File: src/rtl/la_ioseq_pkg.sv
// Shared types for the padring power sequencer.
// Provides the state encoding, sync depth and a timed-state helper.
package la_ioseq_pkg;

   localparam int SYNC_D = 2;

   typedef enum logic [3:0] {
      OFF      = 4'd0,
      WAIT_PG  = 4'd1,
      RING_ON  = 4'd2,
      RELEASE  = 4'd3,
      GRP_ON   = 4'd4,
      ACTIVE   = 4'd5,
      GRP_OFF  = 4'd6,
      HOLD_ON  = 4'd7,
      RING_OFF = 4'd8,
      FAULT    = 4'd9
   } seq_st_t;

   function automatic logic is_timed(input seq_st_t s);
      return (s == RING_ON) || (s == RELEASE) ||
             (s == GRP_ON)  || (s == GRP_OFF) ||
             (s == HOLD_ON) || (s == RING_OFF);
   endfunction

endpackage

File: src/rtl/la_ioring_seq_if.sv
// Request/status bundle between the core and the padring sequencer.
// master: drives supply flag, requests, step gap; slave: drives ring controls.
interface la_ioring_seq_if #(
   parameter int NGROUPS = 4,
   parameter int CNTW    = 8
);
   logic               pwr_good;
   logic               up_req;
   logic               down_req;
   logic [CNTW-1:0]    dly;
   logic               ring_en;
   logic               hold;
   logic [NGROUPS-1:0] grp_en;
   logic               ready;
   logic               busy;
   logic               fault;

   modport master (
      output pwr_good, up_req, down_req, dly,
      input  ring_en, hold, grp_en, ready, busy, fault
   );

   modport slave (
      input  pwr_good, up_req, down_req, dly,
      output ring_en, hold, grp_en, ready, busy, fault
   );
endinterface

File: src/rtl/la_ioseq_timer.sv
// Loadable down-counter; done while the count is zero, saturates at zero.
// Ports: clk, reset (sync, high), load, val[W], done.
module la_ioseq_timer #(
   parameter int W = 8
) (
   input  logic         clk,
   input  logic         reset,
   input  logic         load,
   input  logic [W-1:0] val,
   output logic         done
);

   logic [W-1:0] cnt;

   always_ff @(posedge clk) begin
      if (reset)
         cnt <= '0;
      else if (load)
         cnt <= val;
      else if (cnt != '0)
         cnt <= cnt - 1'b1;
   end

   assign done = (cnt == '0);

endmodule

File: src/rtl/la_ioring_seq.sv
// Padring power-up/down sequencer: ring enable, pad hold, per-group drivers.
// Ports: clk, reset (sync, high), bus (slave modport of la_ioring_seq_if).
// Optional supply-good watchdog in WAIT_PG: define LA_IOSEQ_WDOG_EN.
module la_ioring_seq
   import la_ioseq_pkg::*;
#(
   parameter int NGROUPS = 4,
   parameter int CNTW    = 8,
   parameter int TIMEOUT = 1024
) (
   input  logic           clk,
   input  logic           reset,
   la_ioring_seq_if.slave bus
);

   localparam int IW = (NGROUPS > 1) ? $clog2(NGROUPS) : 1;
   localparam logic [IW-1:0] LAST = IW'(NGROUPS - 1);

   if (NGROUPS < 1 || NGROUPS > 16 || TIMEOUT < 2) begin : g_badcfg
      $error("la_ioring_seq: unsupported parameters");
   end

   seq_st_t             st, st_n;
   logic [IW-1:0]       idx, idx_n;
   logic [SYNC_D-1:0]   sync;
   logic                pg_s;
   logic                ld;
   logic                tdone;
   logic                wd_to;

   logic                ring_n, hold_n, ready_n, busy_n, fault_n;
   logic [NGROUPS-1:0]  grp_n;
   logic                ring_q, hold_q, ready_q, busy_q, fault_q;
   logic [NGROUPS-1:0]  grp_q;

   assign pg_s = sync[SYNC_D-1];

   // Step gap timer, reloaded whenever a timed step is (re)entered.
   assign ld = is_timed(st_n) && ((st_n != st) || (idx_n != idx));

   la_ioseq_timer #(.W(CNTW)) u_step (
      .clk   (clk),
      .reset (reset),
      .load  (ld),
      .val   (bus.dly),
      .done  (tdone)
   );

`ifdef LA_IOSEQ_WDOG_EN
   localparam int WDW = $clog2(TIMEOUT);

   // Held loaded outside WAIT_PG, so it restarts on every entry.
   la_ioseq_timer #(.W(WDW)) u_wdog (
      .clk   (clk),
      .reset (reset),
      .load  (st != WAIT_PG),
      .val   (WDW'(TIMEOUT - 1)),
      .done  (wd_to)
   );
`else
   assign wd_to = 1'b0;
`endif

   always_ff @(posedge clk) begin
      if (reset) begin
         sync    <= '0;
         st      <= OFF;
         idx     <= '0;
         ring_q  <= 1'b0;
         hold_q  <= 1'b1;
         grp_q   <= '0;
         ready_q <= 1'b0;
         busy_q  <= 1'b0;
         fault_q <= 1'b0;
      end else begin
         sync    <= {sync[SYNC_D-2:0], bus.pwr_good};
         st      <= st_n;
         idx     <= idx_n;
         ring_q  <= ring_n;
         hold_q  <= hold_n;
         grp_q   <= grp_n;
         ready_q <= ready_n;
         busy_q  <= busy_n;
         fault_q <= fault_n;
      end
   end

   // Supply loss beats down_req; down_req beats the step timer.
   always_comb begin
      st_n  = st;
      idx_n = idx;
      unique case (st)
         OFF: begin
            if (bus.up_req && !bus.down_req) st_n = WAIT_PG;
         end
         WAIT_PG: begin
            if (bus.down_req)  st_n = OFF;
            else if (pg_s)     st_n = RING_ON;
            else if (wd_to)    st_n = FAULT;
         end
         RING_ON: begin
            if (!pg_s)             st_n = FAULT;
            else if (bus.down_req) st_n = RING_OFF;
            else if (tdone)        st_n = RELEASE;
         end
         RELEASE: begin
            if (!pg_s)             st_n = FAULT;
            else if (bus.down_req) st_n = HOLD_ON;
            else if (tdone) begin
               st_n  = GRP_ON;
               idx_n = '0;
            end
         end
         GRP_ON: begin
            if (!pg_s)             st_n = FAULT;
            else if (bus.down_req) st_n = GRP_OFF;
            else if (tdone) begin
               if (idx == LAST) st_n  = ACTIVE;
               else             idx_n = idx + 1'b1;
            end
         end
         ACTIVE: begin
            if (!pg_s) st_n = FAULT;
            else if (bus.down_req) begin
               st_n  = GRP_OFF;
               idx_n = LAST;
            end
         end
         GRP_OFF: begin
            if (!pg_s) st_n = FAULT;
            else if (tdone) begin
               if (idx == '0) st_n  = HOLD_ON;
               else           idx_n = idx - 1'b1;
            end
         end
         HOLD_ON: begin
            if (!pg_s)      st_n = FAULT;
            else if (tdone) st_n = RING_OFF;
         end
         RING_OFF: begin
            if (!pg_s)      st_n = FAULT;
            else if (tdone) st_n = OFF;
         end
         FAULT: begin
            if (bus.up_req && pg_s && !bus.down_req) st_n = WAIT_PG;
         end
         default: st_n = OFF;
      endcase
   end

   // Outputs decoded from the next state so they land with the state.
   // GRP_ON idx: groups 0..idx on; GRP_OFF idx: groups below idx on.
   always_comb begin
      ring_n  = (st_n == RING_ON) || (st_n == RELEASE) ||
                (st_n == GRP_ON)  || (st_n == ACTIVE)  ||
                (st_n == GRP_OFF) || (st_n == HOLD_ON);
      hold_n  = !((st_n == RELEASE) || (st_n == GRP_ON) ||
                  (st_n == ACTIVE)  || (st_n == GRP_OFF));
      ready_n = (st_n == ACTIVE);
      fault_n = (st_n == FAULT);
      busy_n  = !((st_n == OFF) || (st_n == ACTIVE) || (st_n == FAULT));
      grp_n   = '0;
      for (int i = 0; i < NGROUPS; i++) begin
         grp_n[i] = (st_n == ACTIVE) ||
                    ((st_n == GRP_ON)  && (IW'(i) <= idx_n)) ||
                    ((st_n == GRP_OFF) && (IW'(i) <  idx_n));
      end
   end

   assign bus.ring_en = ring_q;
   assign bus.hold    = hold_q;
   assign bus.grp_en  = grp_q;
   assign bus.ready   = ready_q;
   assign bus.busy    = busy_q;
   assign bus.fault   = fault_q;

endmodule

File: src/flat_wrapper.sv
// flat-port wrapper written by rule: the top's interface ports become plain ports
module la_ioring_seq_flat import la_ioseq_pkg::*;
#(
   parameter int NGROUPS = 4,
   parameter int CNTW    = 8,
   parameter int TIMEOUT = 1024
)
  (clk, reset, bus_pwr_good, bus_up_req, bus_down_req, bus_dly, bus_ring_en, bus_hold, bus_grp_en, bus_ready, bus_busy, bus_fault);
  la_ioring_seq_if #(.NGROUPS(NGROUPS), .CNTW(CNTW)) bus_i ();
  input  logic clk;
  input  logic reset;
  input wire logic [$bits(bus_i.pwr_good)-1:0] bus_pwr_good;
  input wire logic [$bits(bus_i.up_req)-1:0] bus_up_req;
  input wire logic [$bits(bus_i.down_req)-1:0] bus_down_req;
  input wire logic [$bits(bus_i.dly)-1:0] bus_dly;
  output wire logic [$bits(bus_i.ring_en)-1:0] bus_ring_en;
  output wire logic [$bits(bus_i.hold)-1:0] bus_hold;
  output wire logic [$bits(bus_i.grp_en)-1:0] bus_grp_en;
  output wire logic [$bits(bus_i.ready)-1:0] bus_ready;
  output wire logic [$bits(bus_i.busy)-1:0] bus_busy;
  output wire logic [$bits(bus_i.fault)-1:0] bus_fault;
  assign bus_i.pwr_good = bus_pwr_good;
  assign bus_i.up_req = bus_up_req;
  assign bus_i.down_req = bus_down_req;
  assign bus_i.dly = bus_dly;
  assign bus_ring_en = bus_i.ring_en;
  assign bus_hold = bus_i.hold;
  assign bus_grp_en = bus_i.grp_en;
  assign bus_ready = bus_i.ready;
  assign bus_busy = bus_i.busy;
  assign bus_fault = bus_i.fault;
  la_ioring_seq #(.NGROUPS(NGROUPS), .CNTW(CNTW), .TIMEOUT(TIMEOUT)) u_core (.clk(clk), .reset(reset), .bus(bus_i));
endmodule
File: config.mk
export PLATFORM = sky130hd
export DESIGN_NAME = la_ioring_seq_flat
export DESIGN_NICKNAME = d
export VERILOG_FILES = /design/src/rtl/la_ioseq_pkg.sv /design/src/rtl/la_ioring_seq_if.sv /design/src/rtl/la_ioseq_timer.sv /design/src/rtl/la_ioring_seq.sv /design/src/flat_wrapper.sv
export SDC_FILE = /design/constraint.sdc
export NUM_CORES = 1
export LEC_CHECK = 0
export BUFFER_PORTS_ARGS = -buffer_cell sky130_fd_sc_hd__buf_4
export CAP_MARGIN = 10
export CORE_ASPECT_RATIO = 1.4
export CORE_MARGIN = 1.5
export CORE_UTILIZATION = 50
export CTS_CLUSTER_DIAMETER = 80
export DETAILED_ROUTE_END_ITERATION = 10
export PLACE_DENSITY = 0.71
export REMOVE_ABC_BUFFERS = 1
export SLEW_MARGIN = 10
export SYNTH_ARGS = -nofsm -noshare
export SYNTH_HDL_FRONTEND = slang
export SYNTH_HIERARCHICAL = 1
export SYNTH_SLANG_ARGS = --single-unit
File: constraint.sdc
create_clock -name clk -period 7.6 [get_ports clk]
set_clock_uncertainty 0.15 [all_clocks]
set_input_delay 0.76 -clock clk [delete_from_list [all_inputs] [get_ports clk]]
set_output_delay 0.76 -clock clk [all_outputs]
set_load 0.02 [all_outputs]
==> impl_metrics.toml <==
[detailed_routing]
wirelength_um = 3840
vias_per_cell = 6.26
first_pass_iters = 4
dr_total_vias = 1547
drtAntennaViolNets = 0
drc = 0
drt_iter0_markers = 72
wl_met3_um = 172
met2WireLength_um = 2020
post_drt_wl_per_cell_um = 15.5
top_layer_used = "met4"
wl_met1_um = 1570

[timing]
hold_viol = 0
fmax_ghz = 0.246
maxSlewHeadroom_pct = 50.7
setup-violations-final = 0
rsz0062_at_grt = "false"
fin_crit_sh_pct = 53.4
tns_ns = 0
worst_pin_slew_ns = 0.739
final_max_slew_viol_count = 0
final.min_clock_period_ns = 4.06

[status]
status = "finished clean"

[die]
floorplan.die_area_um2 = 3610
start_util_pct = 52.1
coreArea_um2 = 3120
die_y_um = 70.5
core.rowCount = 24
io-pin-count = 22
die_w_um = 51.2

[clock_tree]
cts_buffers = 3
clk_latency_ns = 0.27
post_cts_resized = 0
ctsHoldBuffers = 0
h-tree-depth = 1
cts.clk_slew.worst_paths_ns = 0.08
tritoncts = "done"
root_buffer = "clkbuf_8"
cts.sinks = 25
clockBufferDepth = 2
cts_setup_buffers = 0

[synth]
yosysSeqAreaShare_pct = 30.7
ys_ff_latch = 25
synthCells = 198
synth.avg_cell_area_um2 = 8.22
ys_warn_count = 6
synth_top_cell_area_share_pct = 30.7
ys_async_sr_fraction_pct = 0
synth_edf_count = 0
ys.flop_type = "dfxtp_1"
synthTopCellsByArea = "dfxtp_1 31%, nand2_1 4.2%, nor2_1 3.5%"
syn_area_um2 = 1630
synth_top_cell_by_area = "dfxtp_1"
ys_types = 59

[setup_path]
crit_path_start_kind = "flop"
crit_required_ns = 7.62
arrival_ns = 4.07
path_max_fanout = 21
worstSetupPathType = "flop to flop"
cp-end-kind = "flop"

[layout]
layout-drive-gt1-share_pct = 16.8
stdcell_area_um2 = 1810
layout.nets = 223
nFillCells = 296
antenna_cells = 0
areaGrowthSynthToFinish_pct = 11.0
seq_area_um2 = 500
multi_input_area_um2 = 1020

[power_and_ir_drop]
vdd_drop_max_mv = 0.176
power_density_nw_per_um2 = 229
leakagePower_uw = 0.000710

[global_routing]
grt-ovfl-total = 0
grt_antenna_before_repair = 0
grt_pass1_wl_um = 6400
grt_max_degree = 24
grt_pass1_vias = 1467
grt_usage_pct = 22.6

[placed_design]
gp_congestion = 0.884
port_buffers = 21
post_dp_cell_area_um2 = 1760
dp_hpwl_um = 2740

[run]
max_cap_viol_count = 0

[worst_hold_path]
hold_path.class = "flop to flop"
## worst paths after layout
path | start | endpoint | slack (ns) | depth (start not counted)
max | u_core/u_step/cnt[3]$_SDFFE_PP0P_ | u_core/u_step/cnt[3]$_SDFFE_PP0P_ | 3.54 | 9
min | u_core/sync[0]$_SDFF_PP0_ | u_core/sync[1]$_SDFF_PP0_ | 0.30 | 1
max reg2reg | u_core/u_step/cnt[3]$_SDFFE_PP0P_ | u_core/u_step/cnt[3]$_SDFFE_PP0P_ | 3.54 | 9
min reg2reg | u_core/sync[0]$_SDFF_PP0_ | u_core/sync[1]$_SDFF_PP0_ | 0.30 | 1
## layout make-up
class / count / area share [%]
clock buffers: 3 / 2.29
well taps: 39 / 2.70
inverters: 7 / 1.45
repair buffers: 21 / 8.73
flip-flops and latches: 25 / 27.7
clock inverters: 1 / 0.416
multi-input cells: 151 / 56.7
## per-layer routing
metal | track usage (%) | vias to the layer above
met3 | 1.92 | 8
met1 | 27.2 | 727
met2 | 39.1 | 63
met4 | 11.7 | 0
li1 | - | 749
met5 | 0 | -
## cell usage in the layout, fill, tap and decap left out, types with 4 or more instances in the layout
cell and instances:
nor3_1 10, o21ai_0 9, o32ai_1 4, nor2_1 15, nand2_1 18, dfxtp_1 25
a21oi_1 10, xnor2_1 5, inv_1 7, buf_4 21, nor2b_1 8, nand2b_1 6
nor3b_1 7
## cells by family after synthesis
logic type / count (synthesis) / synth area share [%]
compound gates: 58 / 27.4
xor+xnor: 6 / 3.23
fa+ha+maj: 1 / 0.769
buf+inv: 22 / 6.30
flops: 25 / 30.7
mux: 3 / 1.84
simple gates: 83 / 29.7
## critical path, stage by stage (launching register included)
cell      delay (ns)
dfxtp_1         0.37
nor4_4          0.38
and4bb_1        0.74
and3b_1         0.33
mux2i_1         0.40
o311ai_0        0.16
and3_1          0.22
o32a_1          0.50
or2_2           0.40
o32ai_1         0.30
## state kept, by name, indices dropped and copies added, names as in the netlist
name,flops
u_core/u_step/cnt,8
u_core/bus.grp_en,4
u_core/st,4
u_core/idx,2
u_core/sync,2
u_core/bus.busy,1
u_core/bus.fault,1
u_core/bus.hold,1
u_core/bus.ready,1
u_core/bus.ring_en,1
## stage by stage
step,utilization [%],power [uW],setup WS [ns],cells,hold WS (ns)
detailed placement,56.3,333,3.61,243,0.281
global placement,56.3,324,3.82,243,0.268
finish,57.9,413,3.54,247,0.295
floorplan,-,294,4.14,183,0.264
CTS,57.9,413,3.58,247,0.302
global route,57.9,441,3.29,247,0.323
## power by group
part           total (uW)  switching, uW  internal, uW  leakage [uW]
sequential            173           23.0           150      0.000204
combinational         161           86.7          74.6      0.000484
clock                79.2           42.1          37.1     0.0000217
## synth_stat cells, types with 2 or more instances
cell / number
a31oi_1: 2
a211oi_1: 2
and3_1: 2
o221ai_1: 2
nor4_1: 2
inv_1: 7
clkbuf_1: 5
xnor2_1: 5
and4b_1: 2
nand2_1: 18
a211o_1: 2
a21oi_1: 10
dfxtp_1: 25
o21ai_1: 2
a21o_1: 2
o32ai_1: 4
o211ai_1: 2
nor3_1: 10
a21oi_2: 2
nor3b_1: 7
mux2i_1: 3
o21ai_0: 9
a21boi_0: 3
nor2_1: 15
nor2b_1: 8
buf_2: 7
o211a_1: 3
nand2b_1: 6
Note: power is estimated with default switching activity, not from simulation.
